[config.mk]
export PLATFORM = sky130hd
export DESIGN_NAME = hold_confirm_timer_flat
export DESIGN_NICKNAME = d
export VERILOG_FILES = /design/src/rtl/hold_confirm_timer_if.sv /design/src/rtl/hold_confirm_timer.sv /design/src/flat_wrapper.sv
export SDC_FILE = /design/constraint.sdc
export NUM_CORES = 1
export LEC_CHECK = 0
export ABC_AREA = 1
export CAP_MARGIN = 40
export CORE_AREA = 2 2 39 41
export CTS_BUF_LIST = sky130_fd_sc_hd__clkbuf_4 sky130_fd_sc_hd__clkbuf_8
export DETAILED_ROUTE_END_ITERATION = 7
export DIE_AREA = 0 0 41 43
export DONT_BUFFER_PORTS = 1
export PLACE_DENSITY = 0.55
export SYNTH_ARGS = -nofsm -noshare
export SYNTH_HDL_FRONTEND = slang
export SYNTH_SLANG_ARGS = --single-unit
[constraint.sdc]
create_clock -name clk -period 1.5 [get_ports clk]
set_clock_uncertainty 0.05 [all_clocks]
set_input_delay 0.375 -clock clk [delete_from_list [all_inputs] [get_ports clk]]
set_output_delay 0.375 -clock clk [all_outputs]
set_load 0.1 [all_outputs]
[src/rtl/hold_confirm_timer_if.sv]
// Handshake bundle between the button/mode logic and the hold-to-confirm timer.
// The master drives the hold request, time-base strobe and abort; the slave reports progress.
interface hold_confirm_timer_if #(
  parameter int unsigned CNT_W = 3
) ();

  logic             en;
  logic             tick;
  logic             clr;
  logic [CNT_W-1:0] ticks_left;
  logic             busy;
  logic             done;
  logic             held;

  modport master (
    output en,
    output tick,
    output clr,
    input  ticks_left,
    input  busy,
    input  done,
    input  held
  );

  modport slave (
    input  en,
    input  tick,
    input  clr,
    output ticks_left,
    output busy,
    output done,
    output held
  );

endinterface

[src/rtl/hold_confirm_timer.sv]
// Hold-to-confirm countdown: counts ticks while the button is held, pulses done once the hold
// completes, optionally auto-repeats, and locks out after an abort until the button is released.
module hold_confirm_timer #(
  parameter int unsigned CNT_W        = 3,
  parameter int unsigned HOLD_TICKS   = 5,
  parameter bit          REPEAT_EN    = 1'b0,
  parameter int unsigned REPEAT_TICKS = 1
) (
  input  logic                   clk,
  input  logic                   rst_n,
  hold_confirm_timer_if.slave    bus_io
);

  localparam logic [CNT_W-1:0] HoldInit = CNT_W'(HOLD_TICKS);
  localparam logic [CNT_W-1:0] RepLast  = CNT_W'(REPEAT_TICKS - 1);
  localparam logic [CNT_W-1:0] One      = CNT_W'(1);

  typedef enum logic [1:0] {
    StIdle,
    StCount,
    StFired,
    StLockout
  } state_e;

  state_e           state_q;
  logic [CNT_W-1:0] ticks_left_q;
  logic [CNT_W-1:0] rep_cnt_q;
  logic             done_q;

  // Priority per edge: clr, then release, then tick.
  always_ff @(posedge clk or negedge rst_n) begin
    if (!rst_n) begin
      state_q      <= StIdle;
      ticks_left_q <= HoldInit;
      rep_cnt_q    <= '0;
      done_q       <= 1'b0;
    end else begin
      done_q <= 1'b0;
      if (bus_io.clr) begin
        state_q      <= StLockout;
        ticks_left_q <= HoldInit;
        rep_cnt_q    <= '0;
      end else begin
        unique case (state_q)
          StIdle: begin
            // A tick coinciding with the press is deliberately not counted.
            ticks_left_q <= HoldInit;
            if (bus_io.en) begin
              state_q <= StCount;
            end
          end
          StCount: begin
            if (!bus_io.en) begin
              state_q      <= StIdle;
              ticks_left_q <= HoldInit;
            end else if (bus_io.tick) begin
              if (ticks_left_q > One) begin
                ticks_left_q <= ticks_left_q - One;
              end else begin
                ticks_left_q <= '0;
                done_q       <= 1'b1;
                rep_cnt_q    <= '0;
                state_q      <= StFired;
              end
            end
          end
          StFired: begin
            if (!bus_io.en) begin
              state_q      <= StIdle;
              ticks_left_q <= HoldInit;
            end else if (REPEAT_EN && bus_io.tick) begin
              if (rep_cnt_q == RepLast) begin
                done_q    <= 1'b1;
                rep_cnt_q <= '0;
              end else begin
                rep_cnt_q <= rep_cnt_q + One;
              end
            end
          end
          StLockout: begin
            // Leaving needs a release; clr is already known low here.
            if (!bus_io.en) begin
              state_q <= StIdle;
            end
          end
          default: begin
            state_q      <= StIdle;
            ticks_left_q <= HoldInit;
          end
        endcase
      end
    end
  end

  assign bus_io.ticks_left = ticks_left_q;
  assign bus_io.done       = done_q;
  assign bus_io.busy       = (state_q == StCount);
  assign bus_io.held       = (state_q == StFired);

endmodule

[src/flat_wrapper.sv]
// flat-port wrapper written by rule: the top's interface ports become plain ports
module hold_confirm_timer_flat 
#(
  parameter int unsigned CNT_W        = 3,
  parameter int unsigned HOLD_TICKS   = 5,
  parameter bit          REPEAT_EN    = 1'b0,
  parameter int unsigned REPEAT_TICKS = 1
)
  (clk, rst_n, bus_io_en, bus_io_tick, bus_io_clr, bus_io_ticks_left, bus_io_busy, bus_io_done, bus_io_held);
  hold_confirm_timer_if #(.CNT_W(CNT_W)) bus_io_i ();
  input  logic clk;
  input  logic rst_n;
  input wire logic [$bits(bus_io_i.en)-1:0] bus_io_en;
  input wire logic [$bits(bus_io_i.tick)-1:0] bus_io_tick;
  input wire logic [$bits(bus_io_i.clr)-1:0] bus_io_clr;
  output wire logic [$bits(bus_io_i.ticks_left)-1:0] bus_io_ticks_left;
  output wire logic [$bits(bus_io_i.busy)-1:0] bus_io_busy;
  output wire logic [$bits(bus_io_i.done)-1:0] bus_io_done;
  output wire logic [$bits(bus_io_i.held)-1:0] bus_io_held;
  assign bus_io_i.en = bus_io_en;
  assign bus_io_i.tick = bus_io_tick;
  assign bus_io_i.clr = bus_io_clr;
  assign bus_io_ticks_left = bus_io_i.ticks_left;
  assign bus_io_busy = bus_io_i.busy;
  assign bus_io_done = bus_io_i.done;
  assign bus_io_held = bus_io_i.held;
  hold_confirm_timer #(.CNT_W(CNT_W), .HOLD_TICKS(HOLD_TICKS), .REPEAT_EN(REPEAT_EN), .REPEAT_TICKS(REPEAT_TICKS)) u_core (.clk(clk), .rst_n(rst_n), .bus_io(bus_io_i));
endmodule
==> results of run 1 <==
power by group through the flow:
stage / combinational (W) / clock [W] / sequential [W]
final: 0.00127 / 0.000189 / 0.000336
after CTS: 0.00124 / 0.000195 / 0.000333
after floorplan: 0.000708 / 0 / 0.000491
after global routing: 0.00136 / 0.000212 / 0.000344
after detailed placement: 0.00112 / 0 / 0.000330
after global placement: 0.00111 / 0 / 0.000330
sequential cells by signal, indices dropped and copies added (netlist names):
name	cells
u_core.bus_io.ticks_left	3
u_core.state_q	2
u_core.bus_io.done	1
layout by cell type (no fill, tap or decap), types with 2 or more instances in the layout:
master / n
dfstp_4: 2
nor2_1: 5
inv_2: 5
ha_4: 3
buf_12: 4
clkbuf_4: 4
dfrtp_1: 2
ha_1: 3
nand2_1: 19
buf_4: 7
nand3_1: 4
nor2_2: 3
o21ai_1: 2
inv_1: 7
nor2_4: 2
nand2_2: 7
through the flow:
| stage | util | cell area (sq um) | setup WS [ns] | total power (W) |
|---|---|---|---|---|
| floorplan | - | 551 | -0.0388 | 0.00120 |
| global placement | 0.472 | 653 | 0.0456 | 0.00144 |
| detailed placement | 0.472 | 653 | 0.0287 | 0.00145 |
| CTS | 0.533 | 737 | -0.0341 | 0.00177 |
| global route | 0.543 | 752 | -0.0706 | 0.00192 |
| finish | 0.543 | 752 | -0.0308 | 0.00179 |
cells by family after synthesis:
family	share of synthesized area
buffers and inverters	0.0914
adder cells (fa/ha/maj)	0.152
AND/OR/NAND/NOR	0.406
AO/OA/AOI/OAI	0.0406
flip-flops	0.310
per-layer routing:
layer | wire length [um] | track usage | share of wire | vias to the layer above
met2 | 605 | 0.266 | 0.57 | 7
li1 | - | - | - | 241
met3 | 37 | 0.0471 | 0.035 | 3
met4 | 17 | 0.0800 | 0.016 | 0
met1 | 393 | 0.142 | 0.37 | 205
met5 | 0 | 0 | 0 | -
worst register-to-register path: stages, from the launching register on:
cell and delay (ns):
dfrtp_1 0.42, inv_2 0.07, buf_4 0.13, ha_1 0.19, nor2_2 0.15, nand2_2 0.08
nand3_4 0.09, inv_2 0.04, o21ai_1 0.08, nand2_1 0.08
worst paths after layout:
kind                                               end  slack, ns
max in group asynchronous  u_core.bus_io.ticks_left[2]       0.75
hold reg to reg            u_core.bus_io.ticks_left[1]       0.52
setup / recovery                           bus_io_held      -0.03
hold / removal                      u_core.bus_io.done       0.21
min in group asynchronous            u_core.state_q[0]       0.38
setup reg to reg           u_core.bus_io.ticks_left[2]       0.04
layout make-up:
| type | count | area (sq um) | area share |
|---|---|---|---|
| tap | 16 | 20.0 | 0.0266 |
| clock buffer | 4 | 30.0 | 0.0399 |
| timing repair buffer | 12 | 143 | 0.190 |
| sequential | 6 | 165 | 0.220 |
| inverter | 12 | 45.0 | 0.0599 |
| multi-input combinational | 51 | 349 | 0.464 |
what timing repair did:
item	in CTS	in global routing
setup endpoints to repair	3	9
hold buffers	1	0
pin swaps	1	4
resized for setup	6	3
setup buffers	4	1
hold endpoints to repair	6	0
==> key figures, run 1 <==
Outcome
  • Outcome: complete, but fails checks
  • Failing checks: negative setup slack

Floorplan
  • Chip Height: 43 um
  • Core area: 0.00138 sq mm
  • Starting density of the core: 0.356
  • Cell Rows: 14
  • Die area: 0.00176 sq mm
  • Number of top-level pins: 11
  • Die X: 41 um

Worst setup path
  • Critical path buffers and inverters: 2
  • Critical-path cell list: inv_2 > ha_4 > buf_12
  • Critical Path AT: 1.11 ns
  • Reg-to-reg startpoint: u_core.state_q[1]
  • CP max stage cell: dfrtp_2
  • Critical Path RT: 1.07 ns
  • Worst setup SP type: register
  • CP Max Fanout: 3
  • Critical Path Stages: 3
  • CP Capture Type: primary output
  • CP delay by family, top: flip-flops
  • R2R depth: 9
  • Critical Path Source: u_core.state_q[0]
  • Setup CP Type: register to primary output
  • Max incr delay on CP: 0.44 ns

STA
  • Final Setup Violations: 3
  • Hold slack: 0.205 ns
  • Period utilization: 1.02
  • Final hold viol count: 0
  • Setup ws final: -0.0308 ns
  • Unrepaired setup endpoints after global routing: true
  • FMAX: 653 MHz
  • Final min period: 1.53 ns
  • Final setup TNS: -0.0716 ns
  • Slew of the pin with the lowest slew margin: 0.273 ns
  • Relative slew slack: 0.817
  • Final Slew Violations: 0

Synthesis
  • Yosys top cell by area: dfrtp_1
  • Commonest cells in the netlist: 21 x nand2_1, 10 x inv_1, 6 x ha_1, 6 x nor2_1, 5 x nand2_2
  • Ys Warns: 0
  • Post-synthesis register bit count: 6
  • Most common cell in the netlist: nand2_1
  • Post-synth top area share: 0.203
  • Async set-reset flop share out of synthesis: 1.00
  • Synth Net Count: 80
  • Synth top area cells: dfrtp_1 20%, nand2_1 16%, ha_1 15%, dfstp_2 11%, inv_1 7.6%
  • Avg Inst Size Synth: 7.14 sq um
  • Unique cell type count in the Yosys netlist: 14
  • Gate Count Post-Synth: 69
  • Seq/Total Area, Yosys: 0.310
  • Synth Cell Area: 493 sq um
  • Post-synth EDFFs: 0
  • Ys flop type: dfrtp_1

Global routing
  • Gr usage total: 0.151
  • Vias in the first global route: 434
  • Total congestion overflow: 0
  • Antenna violations before repair: 0
  • Global-route wire length before repair: 1750 um
  • Largest net degree at the start of global routing: 7

Drt
  • Iter 0 DRT Violations: 6
  • DR pass1 iterations: 4
  • Post-Route WL: 1050 um
  • Final antenna-violating net count: 0
  • Residual DRC: 0
  • Via/cell ratio: 4.51
  • DR vias: 456
  • Routed wire per std cell: 10.4 um

Place
  • Dpl cells: 91
  • Final HPWL DP: 776 um
  • Port Buffer Count: 0
  • Routability Congestion: 0.772

Layout
  • Syn-to-layout area delta: 52.5%
  • Non-Filler Instances: 101
  • Fraction of layout cells with a size suffix above 1: 0.482
  • Fill cells: 126
  • Number of diodes: 0
  • Final #Nets: 97

Power and ir drop
  • Register share of total power: 0.187
  • Clock network power share: 0.106
  • Switching Fraction: 0.521
  • Pleak: 0.387 nW
  • Sw power: 0.000932 W
  • Power Internal: 0.000858 W
  • Max VDD drop: 1.38 mV
  • Pwr Density: 2380 mW/mm^2
  • Combinational share of power: 0.707

CTS
  • TritonCTS clock tree: built
  • CTS buffer count: 3
  • Max H-tree Level: 1
  • Clk slew on worst S/H paths: 0.05 ns
  • Worst-Skew Late Latency: 0.25 ns
  • Clock Path Buffers: 2
  • # clock sinks: 6
  • Clock root cell: clkbuf_4

Flow run
  • Max cap viols: 0

Min path
  • Hold path start: bus_io_tick
  • Hold Path Depth: 2
  • Worst hold path type: input port to register
Note: power is estimated with default switching activity, not from simulation.
==> run 2, diff against run 1 <==
- PLACE_DENSITY: 0.55 -> 0.57
- clock period: 1.5 -> 1.2 ns (I/O delays scaled with it)
==> key figures, run 2 (synthesized netlist as in run 1, its figures left out) <==
Outcome
  • Outcome: complete, but fails checks
  • Failing checks: negative setup slack

Layout
  • Commonest non-fill, non-tap cell in the layout: nand2_1
  • Most frequent cells in the layout: 19 x nand2_1, 9 x buf_4, 8 x buf_12, 6 x inv_2, 6 x inv_1
  • Fraction of layout cells with a size suffix above 1: 0.583 (+0.101)
  • Final #Nets: 108 (+11%)
  • Largest register FFs: 3 (unchanged)
  • Number of diodes: 0 (unchanged)
  • Syn-to-layout area delta: 89.3%

CTS
  • Max H-tree Level: 1 (unchanged)
  • Clock root cell: clkbuf_4
  • TritonCTS clock tree: built
  • Worst-Skew Late Latency: 0.25 ns (about the same)
  • # clock sinks: 6 (unchanged)
  • Clk slew on worst S/H paths: 0.05 ns (about the same)
  • CTS buffer count: 3 (unchanged)
  • Clock Path Buffers: 2 (unchanged)

Power and ir drop
  • Design Power: 0.00254 W (+42%)
  • Max VDD drop: 1.66 mV (+21%)
  • Pwr Density: 2720 mW/mm^2 (+14%)
  • Pleak: 0.479 nW (+24%)

STA
  • Slew of the pin with the lowest slew margin: 0.278 ns (+0.00460 ns)
  • Setup ws final: -0.278 ns (-0.247 ns)
  • Period utilization: 1.23
  • Final Slew Violations: 0 (unchanged)
  • Relative slew slack: 0.814 (-0.00308)
  • FMAX: 677 MHz
  • Final hold viol count: 0 (unchanged)
  • Final min period: 1.48 ns
  • Final setup TNS: -2.44 ns (-2.36 ns)
  • Hold slack: 0.112 ns (-0.0931 ns)
  • Unrepaired setup endpoints after global routing: true
  • Final Setup Violations: 11 (+8)

Worst setup path
  • Worst setup SP type: register
  • CP max stage cell: dfrtp_1
  • R2R setup slack: -0.24 ns (-0.28 ns)
  • Critical Path Stages: 4 (+1)
  • Critical Path Source: u_core.state_q[1]
  • Crit path capture: bus_io_busy
  • CP Max Fanout: 2 (-1)
  • CP Capture Type: primary output
  • Setup CP Type: register to primary output
  • Reg-to-reg startpoint: u_core.state_q[1]
  • Max incr delay on CP: 0.40 ns (-0.04 ns)
  • Critical-path cell list: inv_2 > ha_4 > buf_6 > buf_12
  • Critical Path RT: 0.85 ns (-0.22 ns)
  • CP delay by family, top: flip-flops
  • Critical path buffers and inverters: 3 (+1)
  • Worst reg2reg endpoint: u_core.state_q[1]
  • Critical Path AT: 1.13 ns (+0.02 ns)
  • R2R depth: 9 (unchanged)

Drt
  • Post-Route WL: 1180 um (+12%)
  • Final antenna-violating net count: 0 (unchanged)
  • Iter 0 DRT Violations: 7 (+1)
  • Via/cell ratio: 4.42 (-2.1%)
  • Residual DRC: 0 (unchanged)
  • DR pass1 iterations: 3 (-1)
  • DR vias: 495 (+8.6%)
  • Routed wire per std cell: 10.6 um (+1.2%)

Global routing
  • Total congestion overflow: 0 (unchanged)
  • Global-route wire length before repair: 2050 um (+17%)
  • Antenna violations before repair: 0 (unchanged)
  • Vias in the first global route: 517 (+19%)
  • Gr usage total: 0.179 (+0.0278)
  • Largest net degree at the start of global routing: 7 (unchanged)

Place
  • Final HPWL DP: 862 um (+11%)
  • Port Buffer Count: 0 (unchanged)
  • Routability Congestion: 0.753 (-2.5%)

Floorplan
  • Die area: 0.00176 sq mm (unchanged)
  • Core area: 0.00138 sq mm (unchanged)
  • Starting density of the core: 0.356 (unchanged)
  • Cell Rows: 14 (unchanged)
  • Number of top-level pins: 11 (unchanged)
  • Chip Height: 43 um (unchanged)
  • Die X: 41 um (unchanged)

Flow run
  • Max cap viols: 0 (unchanged)

Min path
  • Worst hold path type: input port to register
[run 2: changes by cell type in the layout (fill, tap and decap cells not counted), moves of 2 or more]
cell,before,now
nand2_4,0,4
buf_12,4,8
buf_6,0,5
buf_4,7,9
nand2_2,7,3
[run 2: how the worst min path moves through the flow]
| stage | from | to | slack (ns) | depth (start not counted) |
|---|---|---|---|---|
| floorplan | rst_n | u_core.bus_io.done | -0.05 | 0 |
| global placement | rst_n | u_core.bus_io.done | -0.05 | 0 |
| detailed placement | rst_n | u_core.bus_io.done | -0.05 | 0 |
| CTS | bus_io_tick | u_core.bus_io.done | 0.11 | 2 |
| global route | bus_io_tick | u_core.bus_io.done | 0.11 | 2 |
| finish | bus_io_tick | u_core.bus_io.done | 0.11 | 2 |
[run 2: timing repair]
item,4_1_cts,5_1_grt
endpoints found under the setup margin,11,12
pin swaps,7,5
setup buffers,8,1
hold endpoints to repair,6,0
hold buffers,1,0
gates resized for setup,16,5
cloned,0,0
[run 2: report_power, final]
group	switching (W)	leakage, nW	internal, W
clock	0.0000840	0.0184	0.000149
combinational	0.00107	0.393	0.000833
sequential	0.0000872	0.0677	0.000312
[run 2: per-layer routing]
layer | routed length [um] | global-route usage | vias up
li1 | - | - | 265
met1 | 457 | 0.187 | 222
met2 | 675 | 0.300 | 8
met3 | 49 | 0.0942 | 0
met4 | 0 | 0.0400 | 0
met5 | 0 | 0 | -
[run 2: per-stage QoR]
stage | setup WS [ns] | utilization | instance area [sq um] | cells
global placement | -0.179 | 0.527 | 729 | 98
CTS | -0.282 | 0.658 | 911 | 111
detailed placement | -0.214 | 0.527 | 729 | 98
floorplan | -0.339 | - | 562 | 69
finish | -0.278 | 0.675 | 933 | 112
global route | -0.318 | 0.675 | 933 | 112
[run 2: layout make-up]
| class | instances | area, sq um |
|---|---|---|
| fill | 100 | 450 |
| multi-input combinational | 51 | 378 |
| timing repair buffer | 23 | 294 |
| sequential | 6 | 166 |
| inverter | 12 | 45.0 |
| clock buffer | 4 | 30.0 |
| tap | 16 | 20.0 |
==> RTL edit (config.mk and constraints of run 2) <==
Make the reset (`rst_n`) synchronous in one clocked block.
--- a/src/rtl/hold_confirm_timer.sv
+++ b/src/rtl/hold_confirm_timer.sv
@@ -28,7 +28,7 @@
   logic             done_q;
 
   // Priority per edge: clr, then release, then tick.
-  always_ff @(posedge clk or negedge rst_n) begin
+  always_ff @(posedge clk) begin
     if (!rst_n) begin
       state_q      <= StIdle;
       ticks_left_q <= HoldInit;
Function: differs if rst_n is asserted again (counterexample within 4 cycles, from zero or initial values and one cycle with rst_n low); with rst_n held inactive, the same outputs for 10 cycles.
==> RTL edit against run 2 <==
  * The flow still finishes with violations (setup timing)
  * Design area fell by 21%
  * Global-route usage shrank 3.9 points
  * Worst setup slack better by 0.16 ns
  * Non-clock buffer count decreased by 9
  * Worst hold slack gained 0.0068 ns
  * Sequential cell count unchanged
  * Wire length fell by 14%
  * First-iteration DRC count grew 14%
  * Area after synthesis decreased by 16%
  * Die area is the same
  * Critical path type unchanged
  * Highest routed layer is now met4
Power is not compared: it rests on default switching activity, and its combinational part moved more than twofold at a synthesized area within 25%.
==> RTL edit: results (changes against run 2) <==
stage,metric,value,unit,change
yosys,asr flop ratio synth,0,,-1.000
yosys,synthesized area per cell,6.275,sq um,-12%
global_route,gr usage total,0.1394,,-0.03937
yosys,ys flop type,dfxtp_1,,
finish,share of cells above drive strength 1,0.6024,,+0.01908
yosys,Synth top cells by count,"20 x nand2_1, 11 x inv_1, 6 x dfxtp_1, 6 x nor2_1",,
timing,final setup margin,-0.1150,ns,+0.1628 ns
finish,post-route insts no fill,99,,-12%
timing,Slew headroom,0.8756,,+0.06156
timing,"Setup violations, final",8,,-3
power_and_ir_drop,Reg power frac,0.278,,
global_route,met3 usage,0.1047,,+0.01047
clock_network,total CTS buffers,3,,unchanged
setup_path,worst-path fanout max,3,,+1
global_route,vias in the first global route,424,,-18%
finish,Largest register FFs,3,,unchanged
clock_network,clk root buf,clkbuf_4,,
yosys,Yosys cell types,17,,+3
placed_design,pre-CTS setup slack,0.002065,ns,+0.2160 ns
finish,nets,92,,-15%
run_status,failing checks,setup timing,,
placed_design,HPWL Detailed,704.7,microns,-18%
yosys,sequential fraction of the synthesis area,0.2900,,-0.01961
yosys,Area contributors post-synth,"dfxtp_1 29%, nand2_1 18%, inv_1 10%",,
placed_design,area post-placement,571.8,sq um,-22%
placed_design,routability cong.,0.7971,,+5.9%
route,Detailed Routing Iterations Pass 1,4,,+1
global_route,largest net degree at the start of global routing,7,,unchanged
worst_hold_path,Hold WC Path Type,primary input to register,,
power_and_ir_drop,Leak,0.3545,nW,
clock_network,CTS Buffer Depth,2,,unchanged
route,DR iter-0 viols,8,,+1
setup_path,arrival time at the worst endpoint,0.97,ns,-0.16 ns
global_route,first-pass GRT wire length,1593,microns,-22%
route,via/cell ratio,4.576,,+3.5%
power_and_ir_drop,Sw Pwr,0.0003457,W,
global_route,GR Util met1,0.1410,,-0.04586
global_route,GR met2 Demand/Resource,0.2000,,-0.1000
run_status,status,"finished, violations left",,
route,ANT nets after route,0,,unchanged
placed_design,DP Cell Count,90,,-8.2%
route,WL/cell,10.23,microns,-3.0%
timing,setup TNS,-0.5230,ns,+1.913 ns
yosys,Post-Syn Nets,73,,-8.8%
RTL edit: changes by cell type after synthesis, sizes merged:
cell	run 2	this run
dfstp	2	0
nand2	26	23
nor2	10	7
dfrtp	4	0
a21oi	0	2
o21ai	4	3
inv	12	13
nor4	0	1
dfxtp	0	6
nand4	0	2
ha	6	2
clkinv	0	2
RTL edit: worst paths after layout:
| check | to | slack (ns) | from | cells after the start |
|---|---|---|---|---|
| setup / recovery | bus_io_held | -0.12 | u_core.state_q[0] | 3 |
| hold / removal | u_core.state_q[0] | 0.12 | rst_n | 2 |
| setup reg to reg | u_core.state_q[1] | -0.09 | u_core.state_q[0] | 8 |
| hold reg to reg | u_core.bus_io.ticks_left[2] | 0.42 | u_core.bus_io.ticks_left[2] | 2 |
RTL edit: what timing repair did:
action                     CTS  global route
setup endpoints to repair    7            10
buffers inserted             2             4
resized for setup            9            18
pin swaps                    3            11
RTL edit: cell families after synthesis:
group | share of synthesized area
fa+ha+maj | 0.06041
compound gates | 0.08760
simple gates | 0.4260
buf+inv | 0.1360
flops | 0.2900
RTL edit: layer usage:
layer / routed length [microns] / part of all wire
met1: 399 / 0.39
met2: 536 / 0.53
met3: 64 / 0.063
met4: 12 / 0.012
met5: 0 / 0
RTL edit: area by class of cell:
cell class	count	area (sq um)
multi-input cells	45	300.3
clock buffers	3	22.52
inverters	15	65.06
well taps	16	20.02
repair buffers	14	190.2
fillers	128	650.6
flip-flops and latches	6	135.1
RTL edit: worst max-delay path, stage by stage, from the launching register on:
cell     delay [ns]
dfxtp_4        0.34
buf_6          0.11
nor2_4         0.09
buf_12         0.18
